[config.mk]
export PLATFORM = sky130hd
export DESIGN_NAME = i2s_recv
export DESIGN_NICKNAME = d
export VERILOG_FILES = /design/src/rtl/i2s_recv_pkg.sv /design/src/rtl/i2s_recv.sv
export SDC_FILE = /design/constraint.sdc
export NUM_CORES = 1
export LEC_CHECK = 0
export ABC_AREA = 1
export CELL_PAD_IN_SITES_DETAIL_PLACEMENT = 1
export CELL_PAD_IN_SITES_GLOBAL_PLACEMENT = 2
export CORE_UTILIZATION = 36
export DETAILED_ROUTE_END_ITERATION = 8
export PLACE_DENSITY = 0.87
export SYNTH_ARGS = -nofsm -noshare
export SYNTH_HDL_FRONTEND = slang
export SYNTH_SLANG_ARGS = --single-unit
[constraint.sdc]
create_clock -name clk -period 2.47 [get_ports clk]
set_input_delay 0.494 -clock clk [delete_from_list [all_inputs] [get_ports clk]]
set_output_delay 0.494 -clock clk [all_outputs]
set_load 0.02 [all_outputs]
[src/rtl/i2s_recv_pkg.sv]
// ----------------------------------------------------------------------------
// i2s_recv_pkg
//   Shared definitions for the I2S receiver:
//     - rx_state_e : receiver FSM state encodings (RX_IDLE .. RX_WAIT_L)
//     - clogb2     : bits needed to hold a value; sizes the per-channel
//                    bit counter (NS = clogb2(NB-1))
// ----------------------------------------------------------------------------
package i2s_recv_pkg;

  typedef enum logic [2:0] {
    RX_IDLE    = 3'd0,  // after reset: wait for the first lrclk fall
    RX_SKIP_L  = 3'd1,  // drop the I2S one-bit delay slot of the left channel
    RX_SHIFT_L = 3'd2,  // capture NB left bits, MSB first
    RX_WAIT_R  = 3'd3,  // left done: ignore extra slot bits, wait for rise
    RX_SKIP_R  = 3'd4,  // drop the one-bit delay slot of the right channel
    RX_SHIFT_R = 3'd5,  // capture NB right bits, MSB first
    RX_DONE    = 3'd6,  // publish {left,right}
    RX_WAIT_L  = 3'd7   // ignore extra right slot bits, wait for next fall
  } rx_state_e;

  // Number of bits required to represent 'value' (minimum 1).
  function automatic int clogb2(input int value);
    int v;
    int r;
    v = value;
    r = 0;
    while (v > 0) begin
      r = r + 1;
      v = v >> 1;
    end
    if (r == 0) r = 1;
    return r;
  endfunction

endpackage

[src/rtl/i2s_recv.sv]
// ----------------------------------------------------------------------------
// i2s_recv
//   I2S receiver. Deserialises one stereo frame (left then right, NB bits
//   each, MSB first, one-bit I2S delay after every lrclk edge) and hands the
//   completed {left,right} word to the consumer.
//
//   Handshake (rcv_rdy / rcv_ack):
//     rcv_rdy rises two clocks after the CBrise that samples the last right
//     bit, together with the new 'sample'. It stays high until a clock in
//     which rcv_ack=1, and is low from the next clock on. rcv_ack while
//     rcv_rdy=0 has no effect. If a new frame is published in the same clock
//     as rcv_ack, the new frame wins and rcv_rdy stays high. A frame
//     published while rcv_rdy is still high and not being acked overwrites
//     'sample' and pulses 'overrun' for one clock.
//
//   Ports:
//     clk        system clock, all logic on posedge
//     rst        asynchronous, active-low reset
//     lrclk      left/right clock (low = left, high = right), clk-synchronous
//     CBrise     one-clk strobe marking a BCLK rising edge; inbit sampled on it
//     inbit      serial data from the codec
//     sample     received frame: [DB-1:NB] left, [NB-1:0] right
//     rcv_rdy    sample holds a frame not yet acknowledged
//     rcv_ack    consumer has taken sample
//     overrun    one-clk pulse: frame completed while rcv_rdy still set
//     frame_err  one-clk pulse: lrclk edge before NB bits of a channel arrived
//     state_dbg  current FSM state (rx_state_e encoding), observation only
//
//   Register delays are not modelled; all state updates are zero-delay.
// ----------------------------------------------------------------------------
module i2s_recv
  import i2s_recv_pkg::*;
#(
  parameter int DATA_BITS = 32
) (
  input  logic                 clk,
  input  logic                 rst,
  input  logic                 lrclk,
  input  logic                 CBrise,
  input  logic                 inbit,
  output logic [DATA_BITS-1:0] sample,
  output logic                 rcv_rdy,
  input  logic                 rcv_ack,
  output logic                 overrun,
  output logic                 frame_err,
  output logic [2:0]           state_dbg
);

  localparam int NB = DATA_BITS / 2;
  localparam int NS = clogb2(NB - 1);

  rx_state_e       state;
  rx_state_e       state_nxt;
  logic            err_nxt;

  logic            lr_q;
  logic            fall;
  logic            rise;
  logic            lr_edge;
  logic            cb;

  logic [NB-1:0]   shreg;
  logic [NB-1:0]   shreg_nxt;
  logic [NB-1:0]   left_q;
  logic [NS-1:0]   cnt;
  logic            cnt_zero;
  logic            in_shift;
  logic            in_skip;

  // --------------------------------------------------------------------------
  // lrclk edge detection. A BCLK strobe in the same clock as an lrclk edge is
  // masked, so bit counting always starts on the following strobe.
  // --------------------------------------------------------------------------
  always_ff @(posedge clk or negedge rst) begin
    if (!rst) lr_q <= 1'b0;
    else      lr_q <= lrclk;
  end

  assign fall    = lr_q & ~lrclk;
  assign rise    = ~lr_q & lrclk;
  assign lr_edge = fall | rise;
  assign cb      = CBrise & ~lr_edge;

  assign cnt_zero  = (cnt == '0);
  assign shreg_nxt = {shreg[NB-2:0], inbit};
  assign in_shift  = (state == RX_SHIFT_L) || (state == RX_SHIFT_R);
  assign in_skip   = (state == RX_SKIP_L)  || (state == RX_SKIP_R);
  assign state_dbg = state;

  // --------------------------------------------------------------------------
  // FSM state register
  // --------------------------------------------------------------------------
  always_ff @(posedge clk or negedge rst) begin
    if (!rst) state <= RX_IDLE;
    else      state <= state_nxt;
  end

  // --------------------------------------------------------------------------
  // FSM next-state. Any lrclk edge while skipping or shifting is a framing
  // error: a fall restarts at the new left channel, a rise means the left
  // half of this frame is lost so the whole frame is abandoned.
  // --------------------------------------------------------------------------
  always_comb begin
    state_nxt = state;
    err_nxt   = 1'b0;
    unique case (state)
      RX_IDLE: begin
        if (fall) state_nxt = RX_SKIP_L;
      end
      RX_SKIP_L, RX_SKIP_R: begin
        if (lr_edge) begin
          err_nxt   = 1'b1;
          state_nxt = fall ? RX_SKIP_L : RX_WAIT_L;
        end else if (cb) begin
          state_nxt = (state == RX_SKIP_L) ? RX_SHIFT_L : RX_SHIFT_R;
        end
      end
      RX_SHIFT_L, RX_SHIFT_R: begin
        if (lr_edge) begin
          err_nxt   = 1'b1;
          state_nxt = fall ? RX_SKIP_L : RX_WAIT_L;
        end else if (cb && cnt_zero) begin
          state_nxt = (state == RX_SHIFT_L) ? RX_WAIT_R : RX_DONE;
        end
      end
      RX_WAIT_R: begin
        if (rise) state_nxt = RX_SKIP_R;
      end
      RX_DONE: begin
        // A fall landing in this clock already belongs to the next frame.
        state_nxt = fall ? RX_SKIP_L : RX_WAIT_L;
      end
      RX_WAIT_L: begin
        if (fall) state_nxt = RX_SKIP_L;
      end
      default: state_nxt = RX_IDLE;
    endcase
  end

  // --------------------------------------------------------------------------
  // Shift register, bit counter and left-channel holding register.
  // The counter is loaded on the discarded delay-slot strobe so that cnt==0
  // marks the strobe carrying the NB-th (last) bit of the channel.
  // --------------------------------------------------------------------------
  always_ff @(posedge clk or negedge rst) begin
    if (!rst) begin
      shreg  <= '0;
      cnt    <= '0;
      left_q <= '0;
    end else begin
      if (in_skip && cb) begin
        cnt <= NS'(NB - 1);
      end else if (in_shift && cb && !cnt_zero) begin
        cnt <= cnt - 1'b1;
      end

      if (in_shift && cb) shreg <= shreg_nxt;

      if ((state == RX_SHIFT_L) && cb && cnt_zero) left_q <= shreg_nxt;
    end
  end

  // --------------------------------------------------------------------------
  // Output register and handshake
  // --------------------------------------------------------------------------
  always_ff @(posedge clk or negedge rst) begin
    if (!rst) begin
      sample    <= '0;
      rcv_rdy   <= 1'b0;
      overrun   <= 1'b0;
      frame_err <= 1'b0;
    end else begin
      overrun   <= (state == RX_DONE) && rcv_rdy && !rcv_ack;
      frame_err <= err_nxt;

      if (state == RX_DONE) begin
        sample  <= {left_q, shreg};
        rcv_rdy <= 1'b1;
      end else if (rcv_ack) begin
        rcv_rdy <= 1'b0;
      end
    end
  end

endmodule
Word level (Yosys, flattened, before mapping)
Cells that the tools add are included.
- bits in registers: 75
- bits in latches: 0
- bits in writable memories: 0
- bits in read-only memories: 0
- input port bits: 6
- output and inout port bits: 38
- word-level logic and storage cells: 65
- memories: 0
- $add $sub $neg: 1
- $mul: 0
- div/mod/pow operators: 0
- magnitude comparators: 0
- eq/ne operators: 11
- shifts and indexed selects: 0
- muxes and demuxes: 16
- bitwise gates (word level): 7
- reduce and logical (&&, ||, !) cells: 21
- operators by type and width (kind ; count):
    $mux W3 ; 9
    $pmux W3 S5 ; 1
    $eq A3 B3 Y1 const B ; 4
    $logic_and A1 B1 Y1 ; 8
    $mux W4 ; 2
    $eq A3 B2 Y1 const B ; 2
    $ne A3 B3 Y1 const B ; 2
    $reduce_or A2 Y1 ; 3
    $logic_not A4 Y1 ; 1
    $mux W1 ; 4
    $reduce_and A4 Y1 ; 1
    $reduce_bool A2 Y1 ; 2
    $reduce_or A4 Y1 ; 1
    $sub A4 B1 Y4 const B ; 1
    $and A1 B1 Y1 ; 3
    $eq A3 B1 Y1 const B ; 1
    $logic_not A3 Y1 ; 1
    $not A1 Y1 ; 3
    $logic_not A1 Y1 ; 2
    $logic_or A1 B1 Y1 ; 2
    $ne A2 B1 Y1 const B ; 1
    $ne A2 B2 Y1 const B ; 1
    $or A1 B1 Y1 ; 1

Logic depth before layout (Yosys ltp)
Gate-level depths: netlist (run 1).
- word-level depth: 9
- mapped depth: 10
- mapped depth without buffers: 10

Worst setup path after synthesis (run 1)
Ideal clock, no wire load.
- path type: input port to flip-flop
- start point: in lrclk
- end point: reg left_q[10]
- setup time: 0.130 ns
- arrival: 1.525 ns
- required time: 2.340 ns
- setup slack: 0.815 ns
- cell stages on the path: 8
- buffers on the path: 1
- path through: inv_1 ha_1 nand2_1 inv_1 nand4_1 buf_2 nand2_1 o21ai_0
- cells in the longest elaborated chain, start to end: 7
- elaborated cells between the ends (all ways): 8
- classes of those cells: 6 x bitwise; 2 x reduce/logical
- RTL lines (item ; line ; RTL):
    start, declared ; i2s_recv.sv:38 ; input logic lrclk,
    $not A1 Y1 ; i2s_recv.sv:79 ; assign fall = lr_q & ~lrclk;
    $and A1 B1 Y1 ; i2s_recv.sv:79 ;
    $or A1 B1 Y1 (*) ; i2s_recv.sv:81 ; assign lr_edge = fall | rise;
    $not A1 Y1 (*) ; i2s_recv.sv:82 ; assign cb = CBrise & ~lr_edge;
    $and A1 B1 Y1 (*) ; i2s_recv.sv:82 ;
    $logic_and A1 B1 Y1 (*) (2 in a row) ; i2s_recv.sv:159 ; if ((state == RX_SHIFT_L) && cb && cnt_zero) left_q <= shreg_nxt;
    end signal, assigned ; i2s_recv.sv:159 ;
    end, declared ; i2s_recv.sv:64 ; logic [NB-1:0] left_q;
Mark *: on every way between the ends. The rest lies on a longest branch, timed or not.
A chain may end at the register's enable or synchronous reset.

Worst setup path after layout (run 1)
- start point: reg state[0] (netlist: state_dbg[0])
- end point: out state_dbg[0]
- RTL lines (item ; line ; RTL):
    start, declared ; i2s_recv.sv:52 ; rx_state_e state;
    start signal, assigned ; i2s_recv.sv:95 ; else state <= state_nxt;
    end, declared ; i2s_recv.sv:46 ; output logic [2:0] state_dbg
No word-level cell between the ends.

==> flow_metrics.tcl, run 1 <==
set metrics [dict create \
    timing.reg2reg.setup_slack_ns 0.78 \
    postSynthAreaPerCell_um2 9.85 \
    die-area_mm2 0.00891 \
    hold_viol_final 0 \
    setup_viol 0 \
    synthFlopType "dfrtp_1" \
    row_count 33 \
    worstSetupPathType "reg2out" \
    min_period_over_period_pct 84.5 \
    yosys.area.top_type "dfrtp_1" \
    required_ns 1.98 \
    relSlewSlack_pct 38.0 \
    wire_per_inst_um 13.5 \
    synthToLayoutAreaGrowth_pct 24.4 \
    grt_pass1_wl_mm 11.2 \
    fin_crit_ns 2.09 \
    startpoint_type "flip-flop" \
    cts_resized 0 \
    syn-num-nets 323 \
    clkTransAtPathRegs_ns 0.08 \
    postRouteAntennaNets 0 \
    cpMaxStageDelayCell "clkdlybuf4s50_1" \
    synth_commonest_cells "78 x nand2_1, 75 x dfrtp_1, 51 x o21ai_0, 33 x inv_1, 18 x nand3_1" \
    worstReg2RegEnd "left_q[15]$_DFFE_PN0P_" \
    clk_latency_ns 0.33 \
    synth.ff_latch_count 75 \
    ios 44 \
    portBuffers 43 \
    cts_buffers 9 \
    cp.arrival_ns 1.59 \
    htreeDepth 3 \
    start_util_pct 37.4 \
    grt_usage_pct 16.1 \
    power.leakage_uw 0.00182 \
    synth_cells 312 \
    layout-drive-gt1-share_pct 12.1 \
    final_area_mm2 0.00382 \
    syn-cell-area_mm2 0.00307 \
    cp.depth 1 \
    drv_slew 0 \
    reg2reg_from "lr_q$_DFF_PN0_" \
    seq_area_frac_synth_pct 61.1 \
    grt_overflow_total 0 \
    async_flop_share_pct 100 \
    status "finished clean" \
    holdBufCountCts 0 \
    tritoncts "built" \
    end_kind "output pin" \
    antenna_found_initial 0 \
    ys_warn_count 0 \
    via_per_inst 4.81 \
    synth_cell_type_count 18 \
    grt_max_degree 76 \
    die_h_um 94.4 \
    cpLargestDelayFamily "buffers and inverters" \
    gp_congestion 0.786 \
    synth_edf_count 0 \
    power.density_mw_per_mm2 870 \
    fin_nets 370 \
    initialDrtViolationCount 102 \
    worst_pin_slew_ns 0.930 \
    cpPeakStageDelay_ns 0.68 \
    path_buf_inv 1 \
    dpl.hpwl_mm 4.29 \
    synth_top_area_share_pct 61.1 \
    fmax_ghz 0.479 \
    grt_pass1_vias 2339 \
    max-cap-violations 0 \
    cts_setup_buffers 0 \
    cts-root-buf "clkbuf_8" \
    path_max_fanout 10 \
    num_vias 2258 \
    cp-startpoint "state_dbg[0]$_DFFE_PN0P_" \
    path_cells "clkdlybuf4s50_1" \
    final.setup_skew_ns 0.00957 \
    netlist_top_cells_area "dfrtp_1 61%, nand2_1 9.5%, o21ai_0 8.3%" \
    diodes 0 \
    finalSetupTns_ns 0 \
    yosysMostFrequentCell "nand2_1" \
    drc 0 \
    dieWidth_um 94.4 \
    wirelength_mm 6.34 \
    critPathCapture "state_dbg[0]" \
    detailed_place.area_mm2 0.00361 \
    rsz0062_at_grt "no" \
    hold_path_class "in2async" \
    vdd_drop_max_mv 0.370 \
    drtPass1Iterations 4 \
    power_uw 3320 \
    core-area_mm2 0.00822 \
    max-clock-path-buffers 2 \
    reg2reg_depth 7 \
    cts.sinks 75 \
]
placed cells by master, fill, tap and decap left out, types with 2 or more instances in the layout:
| cell | count |
|---|---|
| ha_1 | 5 |
| clkdlybuf4s50_1 | 42 |
| nand2_2 | 2 |
| o21ai_0 | 51 |
| inv_6 | 2 |
| nand3_1 | 18 |
| dfrtp_1 | 75 |
| mux2_2 | 17 |
| nand4_1 | 2 |
| clkinvlp_4 | 2 |
| nor2_1 | 13 |
| inv_1 | 33 |
| buf_4 | 5 |
| nand2_1 | 78 |
| clkbuf_8 | 10 |
| inv_2 | 2 |
through the flow:
stage | utilization [%] | hold slack (ns) | instances | setup WS (ns)
global route | 46.5 | 0.346 | 469 | 0.274
CTS | 46.5 | 0.322 | 469 | 0.353
detailed placement | 44.0 | 0.474 | 453 | 0.107
floorplan | - | 0.198 | 312 | 0.815
global placement | 44.0 | 0.465 | 453 | 0.191
finish | 46.5 | 0.277 | 469 | 0.383
report_power, final:
group / internal (uW) / switching, uW
combinational: 325 / 540
clock: 503 / 474
sequential: 1360 / 121
worst min path at each step:
stage          cells after the start                   from  slack [ns]                    end
2_1_floorplan                      0                    rst        0.20     cnt[0]$_DFFE_PN0P_
3_3_place_gp                       2  left_q[5]$_DFFE_PN0P_        0.47  left_q[5]$_DFFE_PN0P_
3_5_place_dp                       2  left_q[6]$_DFFE_PN0P_        0.47  left_q[6]$_DFFE_PN0P_
4_1_cts                            1                    rst        0.32      overrun$_DFF_PN0_
5_1_grt                            1                    rst        0.35      overrun$_DFF_PN0_
6_report                           1                    rst        0.28      overrun$_DFF_PN0_
flip-flops by register name, indices dropped and copies added (netlist names):
register	flops
shreg	16
rcv_rdy	1
sample	32
state_dbg	3
lr_q	1
frame_err	1
left_q	16
overrun	1
cnt	4
layout make-up:
class	count	area [um2]
Fill cell	936	4400
Sequential cell	75	1880
Multi-Input combinational cell	190	995
Timing Repair Buffer	48	478
Clock buffer	10	138
Inverter	35	131
Tap cell	105	131
Clock inverter	6	71.3
cell families (layout without fill, tap and decap cells):
group                      after synthesis  count (layout)  share of synthesized area (%)
adders and majority gates                5               5                           2.04
muxes                                   17              17                           6.23
and+or+nand+nor                        115             115                           15.4
AOI/OAI and AO/OA                       53              53                           8.72
DFF                                     75              75                           61.1
buffers and inverters                   47              99                           6.52
layer usage:
metal | GRT usage [%] | share of wire, % | vias up | wire (um)
met3 | 2.82 | 2.5 | 8 | 159
met2 | 26.8 | 49 | 32 | 3130
li1 | - | - | 1095 | -
met4 | 5.77 | 1.4 | 0 | 89
met5 | 0 | 0 | - | 0
met1 | 21.1 | 47 | 1123 | 2960
Power figures use the tool's default switching activity.
==> run 2, diff against run 1 <==
- CORE_UTILIZATION: 36 -> 30
- PLACE_DENSITY: 0.87 -> 0.78
- clock period: 2.47 -> 1.8 ns (I/O delays scaled with it)
==> run 2 against run 1 <==
Against the previous run: via count rose by 0.93%; critical path depth increased by 9; first-iteration DRC count is 19% higher; sequential cell count unchanged; clock skew decreased by 0.0012 ns; global-route usage decreased by 1.9 points; highest routed layer unchanged.
==> flow_metrics.tcl, run 2 (synthesis gave the netlist of run 1 again) <==
set metrics [dict create \
    status "finished clean" \
    fin_crit_ns 1.70 \
    fin_nets 379 \
    dpl.hpwl_mm 4.76 \
    final.setup_skew_ns 0.00834 \
    path_max_fanout 4 \
    combPwrFrac_pct 29.1 \
    largest_register_ffs 32 \
    place_ws_ns -0.336 \
    drv_slew 0 \
    diodes 0 \
    worstSetupPathType "in2reg" \
    power.density_mw_per_mm2 1120 \
    hold_viol_final 0 \
    min_period_over_period_pct 94.5 \
    grt_usage_pct 14.3 \
    regMostFlops "sample" \
    grt_overflow_total 0 \
    highest_layer "met4" \
    postRouteAntennaNets 0 \
    worst_pin_slew_ns 0.497 \
    met3_length_um 167 \
    row_count 36 \
    setup_viol 0 \
    clkPwrFrac_pct 24.7 \
    power_switching_uw 1540 \
    wirelength_mm 6.58 \
    relSlewSlack_pct 66.9 \
    seqPwrFrac_pct 46.2 \
    antenna_found_initial 0 \
    clk_latency_ns 0.34 \
    detailed_place.area_mm2 0.00374 \
    timing.reg2reg.setup_slack_ns 0.29 \
    cts_setup_buffers 0 \
    synthToLayoutAreaGrowth_pct 27.7 \
    cp.arrival_ns 1.93 \
    cts-root-buf "clkbuf_8" \
    initialDrtViolationCount 121 \
    power.leakage_uw 0.00186 \
    drtPass1Iterations 4 \
    end_kind "flip-flop" \
    clkTransAtPathRegs_ns 0.07 \
    p_int_uw 2840 \
    wl_met2_mm 3.26 \
    ios 44 \
    mostFrequentLayoutCells "78 x nand2_1, 74 x dfrtp_1, 48 x o21ai_0, 39 x clkdlybuf4s50_1, 32 x inv_1" \
    startpoint_type "primary input" \
    via_per_inst 4.51 \
    cts_buffers 9 \
    rsz0062_at_grt "yes" \
    final_area_mm2 0.00392 \
    wire_per_inst_um 13.0 \
    num_vias 2279 \
    cts.sinks 75 \
    start_util_pct 31.1 \
    grt_max_degree 38 \
    die_h_um 103 \
    hold_path_class "reg2reg" \
    required_ns 2.03 \
    portBuffers 43 \
    grt_pass1_vias 2380 \
    tritoncts "built" \
    gp_congestion 0.779 \
    wl_met1_mm 3.05 \
    sw_frac_of_total_pct 35.3 \
    utilization_pct 39.8 \
    drc 0 \
    final_common_cell "nand2_1" \
    htreeDepth 3 \
    core-area_mm2 0.00986 \
    layout-drive-gt1-share_pct 14.8 \
    max-cap-violations 0 \
    fin_ws_ns 0.0981 \
    die-area_mm2 0.0106 \
    vdd_drop_max_mv 0.421 \
    max-clock-path-buffers 2 \
    hold_ws_ns 0.482 \
    top_regs "sample x32, left_q x16, shreg x16" \
    fmax_ghz 0.588 \
    grt_pass1_wl_mm 11.4 \
    dieWidth_um 103 \
    finalSetupTns_ns 0 \
]
[run 2: changes by cell type in the layout (fill, tap and decap cells not counted), sizes merged, moves of 2 or more]
cell           before  now
buf                 6   14
clkdlybuf4s50      42   39
clkinv              1    4
dlygate4sd2         0    3
inv                37   35
[run 2: final timing paths]
kind	cells after the start	from	to
worst max register to register	8	lr_q$_DFF_PN0_	state_dbg[2]$_DFFE_PN0P_
worst min-delay path	2	sample[4]$_DFFE_PN0P_	sample[4]$_DFFE_PN0P_
max in group asynchronous	3	rst	sample[13]$_DFFE_PN0P_
worst max-delay path	10	lrclk	state_dbg[2]$_DFFE_PN0P_
min in group asynchronous	2	rst	sample[21]$_DFFE_PN0P_
worst min register to register	2	sample[4]$_DFFE_PN0P_	sample[4]$_DFFE_PN0P_
[run 2: power by group through the flow]
stage                     logic [uW]  registers, uW  clock network, uW
after floorplan                  704           2120                  0
after global placement          1240           2050                  0
after detailed placement        1300           2060                  0
after CTS                       1280           2030               1120
after global routing            1460           2050               1190
final                           1280           2020               1080
[run 2: final cells by class]
| cell class | count | area (um2) |
|---|---|---|
| clock inverter | 5 | 31.3 |
| sequential | 75 | 1880 |
| tap | 133 | 166 |
| clock buffer | 10 | 128 |
| multi-input combinational | 190 | 1010 |
| timing repair buffer | 57 | 582 |
| fill | 1121 | 5940 |
| inverter | 35 | 131 |
[run 2: per-stage QoR]
stage               total power [uW]  std cells
floorplan                       2830        312
global placement                3290        489
detailed placement              3360        489
CTS                             4430        505
global route                    4710        505
finish                          4380        505
[run 2: critical path, stage by stage]
cell,delay [ns]
clkdlybuf4s50_1,0.49
inv_1,0.06
ha_1,0.32
buf_4,0.16
inv_1,0.10
nor2_1,0.05
nand2_1,0.10
nand3_1,0.13
nand2_1,0.09
nand2_1,0.05
[run 2: metal layers]
layer  vias up  GRT usage [%]
met2        27           23.8
met4         0           5.53
met5         -              0
li1       1105              -
met3         8           3.90
met1      1139           17.7
[run 2: timing repair]
action | in CTS | in global routing
hold endpoints to repair | 35 | 0
hold buffers | 1 | 0
gates resized for setup | 4 | 7
endpoints found under the setup margin | 3 | 21
==> run 3, diff against run 2 <==
- ABC_CLOCK_PERIOD_IN_PS: unset -> 1800
==> results of run 3 <==
The final DEF is identical to that of run 2; final timing and power are the same.
